--- config.mk ---
export PLATFORM = sky130hd
export DESIGN_NAME = seq_shifter_flat
export DESIGN_NICKNAME = d
export VERILOG_FILES = /design/src/rtl/seq_shifter_pkg.sv /design/src/rtl/seq_shifter_if.sv /design/src/rtl/seq_shifter_shift_step.sv /design/src/rtl/seq_shifter.sv /design/src/flat_wrapper.sv
export SDC_FILE = /design/constraint.sdc
export NUM_CORES = 1
export LEC_CHECK = 0
export BUFFER_PORTS_ARGS = -buffer_cell sky130_fd_sc_hd__clkbuf_2
export CAP_MARGIN = 20
export CORE_MARGIN = 2
export CORE_UTILIZATION = 55
export DETAILED_ROUTE_END_ITERATION = 8
export PLACE_DENSITY = 0.83
export SLEW_MARGIN = 15
export SYNTH_ARGS = -nofsm -noshare
export SYNTH_HDL_FRONTEND = slang
export SYNTH_HIERARCHICAL = 1
export SYNTH_SLANG_ARGS = --single-unit
--- constraint.sdc ---
create_clock -name clk -period 3.25 [get_ports clk]
set_input_delay 0.4875 -clock clk [delete_from_list [all_inputs] [get_ports clk]]
set_output_delay 0.4875 -clock clk [all_outputs]
set_load 0.005 [all_outputs]
--- src/rtl/seq_shifter_pkg.sv ---
// Shared types for the sequential shift unit: operation codes and FSM states.
// Latency: n/a (types only).
// Backpressure: n/a (types only).
package seq_shifter_pkg;

    typedef enum logic [1:0] {
        OP_LSR = 2'b00,
        OP_ASR = 2'b01,
        OP_LSL = 2'b10,
        OP_ROR = 2'b11
    } op_e;

    typedef enum logic [1:0] {
        ST_IDLE  = 2'd0,
        ST_SHIFT = 2'd1,
        ST_DONE  = 2'd2
    } state_e;

    localparam int STATE_W = 2;

endpackage

--- src/rtl/seq_shifter_if.sv ---
// Control/data bundle between a requester and the sequential shift unit.
// Latency: n/a (wires only).
// Backpressure: none; requester must watch busy/done before issuing the next start.
// Ports: load_val/load_n (parallel load), start/op/amount (shift request),
//        busy/done (status), q (register contents).
interface seq_shifter_if
    import seq_shifter_pkg::*;
#(
    parameter int WIDTH = 8,
    parameter int AMT_W = 4
);
    logic [WIDTH-1:0] load_val;
    logic             load_n;
    logic             start;
    op_e              op;
    logic [AMT_W-1:0] amount;
    logic             busy;
    logic             done;
    logic [WIDTH-1:0] q;

    modport master (
        output load_val, load_n, start, op, amount,
        input  busy, done, q
    );

    modport slave (
        input  load_val, load_n, start, op, amount,
        output busy, done, q
    );
endinterface

--- src/rtl/seq_shifter_shift_step.sv ---
// One-position shift/rotate of a WIDTH-bit word for the selected operation.
// Latency: purely combinational.
// Backpressure: none.
// Ports: op (operation select), q (current value), q_nxt (value after one step).
module shift_step
    import seq_shifter_pkg::*;
#(
    parameter int WIDTH = 8
) (
    input  op_e              op,
    input  logic [WIDTH-1:0] q,
    output logic [WIDTH-1:0] q_nxt
);

    always_comb begin
        q_nxt = q;
        case (op)
            OP_LSR:  q_nxt = {1'b0, q[WIDTH-1:1]};
            OP_ASR:  q_nxt = {q[WIDTH-1], q[WIDTH-1:1]};
            OP_LSL:  q_nxt = {q[WIDTH-2:0], 1'b0};
            OP_ROR:  q_nxt = {q[0], q[WIDTH-1:1]};
            default: q_nxt = q;
        endcase
    end

endmodule

--- src/rtl/seq_shifter.sv ---
// Sequential shift register: parallel load, then LSR/ASR/LSL/ROR one position per clock.
// Latency: amount+1 cycles from start edge to done pulse; amount+2 cycles per operation.
// Backpressure: start/load ignored while busy or done; requester waits for IDLE.
// Ports: clk, reset_n (async active-low), bus (seq_shifter_if.slave).
module seq_shifter
    import seq_shifter_pkg::*;
#(
    parameter int WIDTH = 8,
    parameter int AMT_W = 4
) (
    input  logic          clk,
    input  logic          reset_n,
    seq_shifter_if.slave  bus
);

    localparam logic [STATE_W-1:0] S_IDLE  = ST_IDLE;
    localparam logic [STATE_W-1:0] S_SHIFT = ST_SHIFT;
    localparam logic [STATE_W-1:0] S_DONE  = ST_DONE;

    logic [STATE_W-1:0] state;
    logic [AMT_W-1:0]   cnt;
    op_e                op_r;
    logic [WIDTH-1:0]   q_r;
    logic [WIDTH-1:0]   q_step;

    shift_step #(
        .WIDTH (WIDTH)
    ) u_step (
        .op    (op_r),
        .q     (q_r),
        .q_nxt (q_step)
    );

    always_ff @(posedge clk or negedge reset_n) begin
        if (!reset_n) begin
            state <= S_IDLE;
            cnt   <= '0;
            op_r  <= OP_LSR;
            q_r   <= '0;
        end else begin
            case (state)
                S_IDLE: begin
                    // Load has priority over start in the same cycle.
                    if (!bus.load_n) begin
                        q_r <= bus.load_val;
                    end else if (bus.start) begin
                        op_r  <= bus.op;
                        cnt   <= bus.amount;
                        state <= (bus.amount == '0) ? S_DONE : S_SHIFT;
                    end
                end
                S_SHIFT: begin
                    q_r <= q_step;
                    cnt <= cnt - AMT_W'(1);
                    // The step that drains the counter is the last one.
                    if (cnt == AMT_W'(1)) begin
                        state <= S_DONE;
                    end
                end
                S_DONE: begin
                    state <= S_IDLE;
                end
                default: begin
                    state <= S_IDLE;
                end
            endcase
        end
    end

    // Status is a pure decode of registered state.
    assign bus.busy = (state == S_SHIFT);
    assign bus.done = (state == S_DONE);
    assign bus.q    = q_r;

endmodule

--- src/flat_wrapper.sv ---
// flat-port wrapper written by rule: the top's interface ports become plain ports
module seq_shifter_flat import seq_shifter_pkg::*;
#(
    parameter int WIDTH = 8,
    parameter int AMT_W = 4
)
  (clk, reset_n, bus_load_val, bus_load_n, bus_start, bus_op, bus_amount, bus_busy, bus_done, bus_q);
  seq_shifter_if #(.WIDTH(WIDTH), .AMT_W(AMT_W)) bus_i ();
  input  logic clk;
  input  logic reset_n;
  input wire logic [$bits(bus_i.load_val)-1:0] bus_load_val;
  input wire logic [$bits(bus_i.load_n)-1:0] bus_load_n;
  input wire logic [$bits(bus_i.start)-1:0] bus_start;
  input wire logic [$bits(bus_i.op)-1:0] bus_op;
  input wire logic [$bits(bus_i.amount)-1:0] bus_amount;
  output wire logic [$bits(bus_i.busy)-1:0] bus_busy;
  output wire logic [$bits(bus_i.done)-1:0] bus_done;
  output wire logic [$bits(bus_i.q)-1:0] bus_q;
  assign bus_i.load_val = bus_load_val;
  assign bus_i.load_n = bus_load_n;
  assign bus_i.start = bus_start;
  assign bus_i.op = bus_op;
  assign bus_i.amount = bus_amount;
  assign bus_busy = bus_i.busy;
  assign bus_done = bus_i.done;
  assign bus_q = bus_i.q;
  seq_shifter #(.WIDTH(WIDTH), .AMT_W(AMT_W)) u_core (.clk(clk), .reset_n(reset_n), .bus(bus_i));
endmodule
# Word level (Yosys, flattened, before mapping)
# Index checks and enable logic that the tools add are counted.
# totals
ff_bits	16
input_bits	18
out_inout_bits	10
elab_cells	37
# op_classes
n_addsub	1
n_eq_ne	11
muxes	11
reduce_logical	9
# ops
cell	count
8-bit case mux with 4 select lines	1
8-bit case mux with 2 select lines	1
3-bit AND reduction	4
2-bit two-way mux	4
4-bit two-way mux	2
8-bit two-way mux	1
2-bit != test, second input constant	4
4-bit case mux with 2 select lines	1
2-bit equality test, second input constant	3
2-bit by 1-bit equality test with 1-bit output, second input constant	2
4-bit by 1-bit equality test with 1-bit output, second input constant	1
2-bit zero test	2
4-bit zero test	1
2-bit case mux with 2 select lines	1
4-bit by 1-bit subtractor with 4-bit output, second input constant	1
2-bit by 1-bit != test with 1-bit output, second input constant	1
2-bit AND reduction	1
2-bit nonzero test	1

# Logic depth before layout (Yosys ltp)
# logic_depth
ltp_word	5
depth_mapped	5

# Cells and area by module
# The synthesis kept the hierarchy.
# modules_own_cells
mod	instances	cells_per_inst	area_per_inst_um2	seq_area_each_um2
seq_shifter	1	80	894.6	400.4
shift_step	1	11	121.4	0.0

# Least setup slack after synthesis
# Ideal clock, no wire load.
# synth_path
path_type	flip-flop to flip-flop
startpoint	register u_core.op_r[0]
endpoint	register u_core.q_r[3] (netlist: u_core/bus.q[3])
setup_time_ps	130
t_arrival_ps	1138
slack_ps	1982
stages_incl_launch_ff	5
synth_period_minus_slack_ps	1268
cell_sequence	dfrtp_1 -> and2b_4 -> mux2_4 -> a21oi_1 -> o2bb2ai_1
# synth_via
elab_chain_cells	3
# synth_rtl
item	line_no	source
from (decl)	seq_shifter.sv:22	op_e op_r;
from (signal assigned)	seq_shifter.sv:47	op_r <= bus.op;
2-bit equality test (tied with other cells)	seq_shifter_shift_step.sv:17	case (op)
8-bit case mux with 4 select lines *	seq_shifter_shift_step.sv:17	
net u_core.q_step[3]	seq_shifter.sv:24	logic [WIDTH-1:0] q_step;
8-bit case mux with 2 select lines *	seq_shifter.sv:41	case (state)
to (signal assigned)	seq_shifter.sv:45	q_r <= bus.load_val;
to (signal assigned)	seq_shifter.sv:53	q_r <= q_step;
to (decl)	seq_shifter.sv:23	logic [WIDTH-1:0] q_r;
# The timed path passes the listed nets; every way through them passes the cells marked *.
# A chain may end at the register's enable or synchronous reset.

# Worst setup path after layout
# layout_path
startpoint	register u_core.state[0]
endpoint	output bus_busy
# layout_via
elab_chain_cells	1
# layout_rtl
item	line_no	source
from (decl)	seq_shifter.sv:20	logic [STATE_W-1:0] state;
from (signal assigned)	seq_shifter.sv:49	state <= (bus.amount == '0) ? S_DONE : S_SHIFT;
2-bit by 1-bit equality test with 1-bit output	seq_shifter.sv:71	assign bus.busy = (state == S_SHIFT);
to (decl)	flat_wrapper.sv:16	output wire logic [$bits(bus_i.busy)-1:0] bus_busy;
# No other way between the ends.

==> reports/metrics.yaml <==
outcome:
  status: "complete, no violations"
global_routing:
  grt_pass1_wl_um: 3350
  grt_pass1_vias: 725
  grtUsageTotal: 0.219
  grt_max_degree: 28
  antenna_found_initial: 0
  grt_overflow: 0
place:
  place_congestion: 0.789
  place_hpwl_um: 1560
  portBuffers: 27
  place_ws_ps: 1500
cells_and_area:
  num_antenna_cells: 0
  area_growth_pct: 15.1
  utilization: 0.678
  layout.nets: 136
  drive_gt1_frac: 0.391
  nFillCells: 148
floorplanning:
  io_pins: 28
  core_um2: 1730
  die_w_um: 47.0
  start_util: 0.588
  die_y_um: 47.0
  fp.dieArea_um2: 2210
  num_rows: 15
synthesis:
  synth_seq_cells: 16
  syn-num-nets: 111
  ys_async_sr_fraction: 1.00
  syn_inst: 91
  synth_cell_types: 36
  synthFlopType: "dfrtp_1"
  syn_area_um2: 1020
  synth-edff-count: 0
  ys_seq_area_frac: 0.394
  avgSynthCellArea_um2: 11.2
  yosysWarningCount: 6
cts:
  hold_buffers: 0
  numCtsBuffers: 3
  htree_levels: 1
  cts_sinks: 16
  cts_setup_buffers: 0
  clock_path_buffers: 2
  cts_tree: "built"
  cts_resized: 0
  cts_root_buf: "clkbuf_4"
  clk_latency_ps: 280
  path_clk_slew_ps: 90
routing:
  first_pass_iters: 4
  wl_per_cell_um: 14.7
  via_count: 790
  ant_nets: 0
  drcViolationCount: 0
  vias_per_cell: 5.64
  wl_um: 2060
  first_iter_violations: 23
pwr:
  power_uw: 1020
  powerDensity_nw_per_um2: 875
  leakagePower_uw: 0.000533
  vdd_ir_drop_max_v: 0.000469
timing:
  max_freq_ghz: 0.482
  post-route-period-util: 0.638
  worstMarginPinSlew_ps: 783
  setup_ws_ps: 1170
  min_period_ps: 2080
  hold_violations: 0
  setup_viol_count_final: 0
  rsz0062_at_grt: "no"
  drv_slew: 0
  maxSlewHeadroom: 0.478
  skew_ps: 0.969
  setup_tns_ps: 0
worst_setup_path:
  crit_start: "u_core/state[0]"
  r2r_start: "u_core/state[0]"
  critPathCaptureType: "output port"
  crit_fanout: 27
  arrival_ps: 1590
  setup.worst_path.class: "reg2out"
  critPathLaunchType: "flip-flop"
  crit_required_ps: 2760
min_path:
  hp-class: "in2async"
run:
  max_cap_viol_count: 0
Yosys cell counts (all sizes together) (2+ instances only):
cell type | instances | area [µm²]
nor2b | 3 | 21.3
inv | 3 | 11.3
dfrtp | 16 | 400
and2 | 2 | 12.5
o22a | 3 | 26.3
mux2 | 9 | 120
a21oi | 7 | 38.8
buf | 7 | 48.8
ha | 2 | 25.0
nor2 | 4 | 15.0
a22oi | 3 | 22.5
a32oi | 2 | 17.5
nand2b | 2 | 12.5
nor3b | 6 | 45.0
nor3 | 2 | 15.0
o2bb2ai | 8 | 70.1
final cells by class:
cell class,instances,area (µm²),share of cell area
Clock buffer,4,36.3,0.0310
Sequential cell,16,400,0.342
Tap cell,25,31.3,0.0267
Inverter,3,11.3,0.00963
Multi-Input combinational cell,65,556,0.475
Timing Repair Buffer,27,135,0.116
per-layer routing:
layer	part of all wire	track usage	wire length, µm	up-vias
li1	-	-	-	394
met1	0.47	0.312	977	370
met2	0.47	0.342	969	24
met3	0.052	0.0269	107	2
met4	0.0048	0.0833	10	0
met5	0	0	0	-
layout by cell type (no fill, tap or decap), drive strengths merged, types with 4 or more instances in the layout:
cell,n
dfrtp,16
mux2,9
nor3b,6
o2bb2ai,8
clkbuf,31
nor2,4
a21oi,7
power breakdown:
group / total, µW / switching (µW) / internal [µW]
Sequential: 419 / 131 / 288
Combinational: 475 / 191 / 284
Clock: 130 / 61.8 / 68.1
Total: 1020 / 384 / 640
worst max-delay path, cell delays in order, from the launching register on:
cell and delay (ps):
dfrtp_1 860, nor2b_2 310, clkbuf_2 130
path summary, 6_finish.rpt:
check / cells past startpoint / slack [ps] / to
min in group clk: 2 / 440 / u_core/op_r[1]
setup reg to reg: 3 / 1600 / u_core/bus.q[6]
hold / removal: 1 / 110 / u_core/cnt[2]
setup / recovery: 2 / 1170 / bus_busy
max in group asynchronous: 1 / 2860 / u_core/bus.q[0]
hold reg to reg: 1 / 550 / u_core/bus.q[0]
cells by family after synthesis:
group,count (synthesis),synth area share
compound gates,28,0.214
simple gates,26,0.190
flops,16,0.394
buf+inv,10,0.0591
mux,9,0.118
fa+ha+maj,2,0.0246
state kept, by name, indices dropped and copies added (netlist names):
signal,count
u_core/bus.q,8
u_core/cnt,4
u_core/op_r,2
u_core/state,2
stage by stage:
step                instance area [µm²]  std cells  hold WS (ps)
finish                             1170        140           111
global route                       1170        140           118
detailed placement                 1130        136           432
CTS                                1170        140           119
global placement                   1130        136           425
floorplan                          1020         91           192
Note: power is estimated with default switching activity, not from simulation.
